===== src/rtl/io_port_sched.sv =====
// Round-robin input-device scheduler with timeout drop, plus the one-cycle
// delayed output-register write sequencer for the 8-bit I/O subsystem.
module io_port_sched #(
    parameter int TIMEOUT = 16
) (
    input  logic       clk,
    input  logic       reset,
    input  logic [3:0] req,
    output logic [3:0] ack,
    output logic [1:0] in_sel,
    output logic       in_valid,
    input  logic       cpu_rd,
    output logic [3:0] drop,
    input  logic       clr_drop,
    input  logic       cpu_wr,
    input  logic [1:0] wr_port,
    input  logic       wr_src,
    output logic [1:0] out_sel,
    output logic       out_we,
    output logic       out_src
);

    localparam int CW   = (TIMEOUT > 0) ? $clog2(TIMEOUT + 1) : 1;
    localparam int LAST = (TIMEOUT > 0) ? TIMEOUT - 1 : 0;
    localparam logic [CW-1:0] CNT_LAST = LAST[CW-1:0];

    typedef enum logic [1:0] {
        IDLE    = 2'd0,
        PRESENT = 2'd1,
        ACK     = 2'd2
    } state_t;

    state_t        state_r;
    logic [1:0]    ptr_r;
    logic [CW-1:0] cnt_r;
    logic [1:0]    grant_s;
    logic          timeout_hit_s;
    logic [3:0]    drop_set_s;

    // First requesting device after ptr, wrapping so ptr itself is tried last.
    function automatic logic [1:0] rr_pick(input logic [3:0] r, input logic [1:0] p);
        logic [1:0] pick;
        logic [1:0] idx;
        pick = p;
        for (int i = 3; i >= 0; i--) begin
            idx = p + 2'd1 + i[1:0];
            if (r[idx]) begin
                pick = idx;
            end else begin
                pick = pick;
            end
        end
        return pick;
    endfunction

    function automatic logic [3:0] onehot(input logic [1:0] sel);
        return 4'b0001 << sel;
    endfunction

    // Grant candidate and timeout detection for the presented byte.
    always_comb begin
        grant_s       = rr_pick(req, ptr_r);
        timeout_hit_s = (TIMEOUT != 0) && (cnt_r == CNT_LAST);
        drop_set_s    = 4'b0000;
        if ((state_r == PRESENT) && !cpu_rd && timeout_hit_s) begin
            drop_set_s = onehot(in_sel);
        end else begin
            drop_set_s = 4'b0000;
        end
    end

    // Input handshake FSM: grant, present, acknowledge.
    always_ff @(posedge clk) begin
        if (!reset) begin
            state_r  <= IDLE;
            ptr_r    <= 2'd3;
            cnt_r    <= '0;
            ack      <= 4'b0000;
            in_sel   <= 2'd0;
            in_valid <= 1'b0;
        end else begin
            case (state_r)
                IDLE: begin
                    ack <= 4'b0000;
                    if (|req) begin
                        in_sel   <= grant_s;
                        in_valid <= 1'b1;
                        cnt_r    <= '0;
                        state_r  <= PRESENT;
                    end
                end
                PRESENT: begin
                    // A read on the timeout cycle takes precedence over the drop.
                    if (cpu_rd || timeout_hit_s) begin
                        ack      <= onehot(in_sel);
                        in_valid <= 1'b0;
                        state_r  <= ACK;
                    end else if (cnt_r != {CW{1'b1}}) begin
                        cnt_r <= cnt_r + CW'(1);
                    end
                end
                ACK: begin
                    ack     <= 4'b0000;
                    ptr_r   <= in_sel;
                    state_r <= IDLE;
                end
                default: begin
                    ack      <= 4'b0000;
                    in_valid <= 1'b0;
                    state_r  <= IDLE;
                end
            endcase
        end
    end

    // Sticky drop flags; a fresh drop survives a simultaneous clear.
    always_ff @(posedge clk) begin
        if (!reset) begin
            drop <= 4'b0000;
        end else begin
            drop <= (clr_drop ? 4'b0000 : drop) | drop_set_s;
        end
    end

    // Output register write sequencing, one cycle behind the CPU command.
    always_ff @(posedge clk) begin
        if (!reset) begin
            out_we  <= 1'b0;
            out_sel <= 2'd0;
            out_src <= 1'b0;
        end else begin
            out_we <= cpu_wr;
            if (cpu_wr) begin
                out_sel <= wr_port;
                out_src <= wr_src;
            end
        end
    end

endmodule

===== config.mk =====
export PLATFORM = sky130hd
export DESIGN_NAME = io_port_sched
export DESIGN_NICKNAME = d
export VERILOG_FILES = /design/src/rtl/io_port_sched.sv
export SDC_FILE = /design/constraint.sdc
export NUM_CORES = 1
export LEC_CHECK = 0
export BUFFER_PORTS_ARGS = -buffer_cell sky130_fd_sc_hd__buf_2
export CAP_MARGIN = 20
export CORE_MARGIN = 2
export CORE_UTILIZATION = 45
export CTS_BUF_LIST = sky130_fd_sc_hd__clkbuf_16
export CTS_CLUSTER_DIAMETER = 120
export DETAILED_ROUTE_END_ITERATION = 12
export GPL_ROUTABILITY_DRIVEN = 0
export PLACE_DENSITY = 0.69
export SETUP_SLACK_MARGIN = 0.4
export SYNTH_ARGS = -nofsm -noshare
export SYNTH_HDL_FRONTEND = slang
export SYNTH_SLANG_ARGS = --single-unit

===== constraint.sdc =====
create_clock -name clk -period 2.1 [get_ports clk]
set_input_delay 0.525 -clock clk [delete_from_list [all_inputs] [get_ports clk]]
set_output_delay 0.525 -clock clk [all_outputs]
set_load 0.1 [all_outputs]

==> flow_metrics.py <==
metrics = {
    "run_status": {
        "status": "completed",
    },
    "drt": {
        "avgViaCountPerCell": 5.450,
        "wirelength_um": 2545,
        "drc_errors": 0,
        "first_iter_violations": 23,
        "drtPass1Iterations": 4,
        "antenna_left": 0,
        "vias": 981,
        "wl_per_cell_um": 14.14,
    },
    "placed_design": {
        "io_buffers": 26,
        "dp_hpwl_um": 1558,
    },
    "grt": {
        "grt_overflow": 0,
        "grt.total_usage_pct": 20.67,
        "grt_start_max_net_pins": 22,
        "antenna_found_initial": 0,
        "grt_pass1_wl_um": 4146,
        "grt_pass1_vias": 942,
    },
    "clock_network": {
        "htreeDepth": 1,
        "path_clk_slew_ns": 0.06,
        "clockBufferDepth": 2,
        "cts_buffers": 3,
        "holdBufCountCts": 0,
        "clk-insertion-delay-late_ns": 0.25,
        "cts_root_buf": "clkbuf_16",
        "cts_tree": "built",
        "clock-sinks": 24,
    },
    "pwr": {
        "combPwrFrac_pct": 18.2,
        "power_switching_mw": 0.3374,
        "power_density_nw_per_um2": 866.7,
        "p_sw_share_pct": 26.75,
        "max-vdd-ir-drop_mv": 0.6329,
        "pwr-share-clk_pct": 42.3,
        "power_frac_seq_pct": 39.5,
        "internal_power_mw": 0.9239,
        "p_leak_nw": 0.6242,
    },
    "synth": {
        "asyncSetResetFlopFracSynth_pct": 0,
        "ys_seq_elements": 24,
        "yosysWarnings": 0,
        "synth_fp_nets": 132,
        "synth.top_cell.area_share_pct": 45.28,
        "netlist_area_um2": 1061,
        "synthDistinctLibCells": 38,
        "synthTopCellsByArea": "dfxtp_1 45%, nor2_1 4.2%, nor2b_1 4.1%",
        "yosys-top-cells-count": "24 x dfxtp_1, 12 x nor2_1, 10 x nand2_1, 7 x a21oi_1, 7 x nor2b_1",
        "synthFlopType": "dfxtp_1",
        "synth.most_common_cell": "dfxtp_1",
        "avgSynthCellArea_um2": 9.069,
        "postSynthCellCount": 117,
        "yosysSeqAreaShare_pct": 45.28,
        "synth_edf_count": 0,
        "synth_area_leader_cell": "dfxtp_1",
    },
    "timing": {
        "rsz0062_at_grt": "yes",
        "setup_viol": 0,
        "drv_slew": 0,
        "hold_ws_ns": 0.5001,
        "period_minus_slack_ns": 1.919,
        "fin_skew_ns": 0.002511,
        "post-route-period-util_pct": 91.36,
        "tns_ns": 0,
        "worst_pin_slew_ns": 0.5464,
        "hold_viol": 0,
        "max_freq_mhz": 521.2,
        "relSlewSlack_pct": 63.29,
    },
    "worst_setup_path": {
        "start_kind": "register",
        "end_kind": "register",
        "crit_required_ns": 2.24,
        "cp.arrival_ns": 2.06,
        "critPathKind": "reg -> reg",
        "worstPathMaxFanout": 4,
    },
    "floorplan": {
        "initial_utilization_pct": 47.96,
        "ios": 27,
        "dieWidth_um": 52.56,
        "dieHeight_um": 52.56,
        "die_area_um2": 2762,
        "row_count": 17,
        "core_area_um2": 2212,
    },
    "finish": {
        "nets": 168,
        "synthToLayoutAreaGrowth_pct": 37.15,
        "fill_cells": 176,
        "drive_above_1_share_pct": 35.53,
        "n_antenna_cell": 0,
    },
    "worst_hold_path": {
        "min_path_type": "reg -> reg",
    },
    "flow_run": {
        "cap_violations": 0,
    },
}
==> layout make-up <==
| cell class | instances | area, µm² | area share [%] |
|---|---|---|---|
| Clock inverter | 1 | 30.03 | 2.064 |
| Clock buffer | 3 | 75.07 | 5.159 |
| Multi-Input combinational cell | 83 | 604.3 | 41.53 |
| Timing Repair Buffer | 35 | 203.9 | 14.02 |
| Inverter | 6 | 22.52 | 1.548 |
| Tap cell | 28 | 35.03 | 2.408 |
| Sequential cell | 24 | 484.2 | 33.28 |
==> metrics by stage <==
step / total power, mW / cell area (µm²) / utilization (%) / instances / setup slack [ns]
after floorplan: 0.6650 / 1096 / - / 117 / 0.2453
after global placement: 0.7054 / 1269 / 57.35 / 170 / 0.2173
after detailed placement: 0.7109 / 1269 / 57.35 / 170 / 0.1705
after CTS: 1.253 / 1420 / 64.20 / 179 / 0.1688
after global routing: 1.302 / 1455 / 65.78 / 180 / 0.1338
final: 1.261 / 1455 / 65.78 / 180 / 0.1815
==> repair_timing <==
action,CTS,global route
endpoints found under the setup margin,6,13
resized for setup,2,6
pin swaps,3,3
setup buffers,5,1
==> worst max-delay path, cell delays in order, from the launching register on <==
cell and delay, ns:
dfxtp_2 0.33, ha_4 0.16, and3_4 0.18, ha_4 0.15, or4b_4 0.53, o32ai_4 0.19, buf_4 0.17, o22ai_2 0.08
==> cells by family after synthesis <==
logic type	after synthesis	synth area share (%)
compound gates	24	15.80
mux	4	3.774
simple gates	50	26.42
fa+ha+maj	3	3.538
flops	24	45.28
buf+inv	10	3.537
xor+xnor	2	1.651
==> state kept, by name (all words and copies together), names as in the netlist <==
name and count:
cnt_r 5, ack 4, drop 4, in_sel 2, out_sel 2, ptr_r 2, state_r 2, in_valid 1
out_src 1, out_we 1
==> layout by cell type (no fill, tap or decap), drive strengths merged <==
master / Yosys / layout
nor2b: 7 / 7
a21boi: 1 / 1
nor4bb: 1 / 1
and2: 1 / 1
and3b: 1 / 1
a221oi: 1 / 1
nor4: 1 / 1
o211ai: 1 / 1
o211a: 1 / 1
or4b: 1 / 1
inv: 6 / 6
or3: 1 / 1
nand3b: 1 / 1
nand4b: 1 / 1
nor3b: 2 / 2
a21oi: 7 / 7
nor3: 4 / 4
buf: 0 / 34
or2: 1 / 1
a22oi: 1 / 1
clkbuf: 4 / 4
nor2: 12 / 12
a32oi: 3 / 3
dfxtp: 24 / 24
nand2b: 3 / 3
o22ai: 2 / 2
mux2i: 4 / 4
bufinv: 0 / 1
o32ai: 1 / 1
ha: 3 / 3
o221ai: 1 / 1
o31ai: 1 / 1
o21ai: 4 / 4
and3: 1 / 1
nand3: 2 / 2
xnor2: 2 / 2
nand2: 10 / 10
==> metal layers <==
layer	GRT usage, %	share of wire [%]	vias up
met4	9.829	0.67	0
met1	23.80	44	463
met2	36.88	50	33
met5	0	0	-
li1	-	-	483
met3	3.143	5.7	2
==> worst paths after layout <==
kind         slack [ns]      from  cells after the start       end
max                0.18  cnt_r[1]                      7  cnt_r[0]
min                0.50    ack[0]                      2    ack[0]
max reg2reg        0.18  cnt_r[1]                      7  cnt_r[0]
min reg2reg        0.50    ack[0]                      2    ack[0]
==> power groups by stage <==
stage / sequential (mW) / clock [mW] / combinational (mW)
floorplan: 0.588 / 0 / 0.0766
global placement: 0.506 / 0 / 0.200
detailed placement: 0.507 / 0 / 0.204
CTS: 0.496 / 0.538 / 0.218
global route: 0.501 / 0.557 / 0.244
finish: 0.498 / 0.534 / 0.230
No activity file was read; power rests on OpenSTA's default activity.
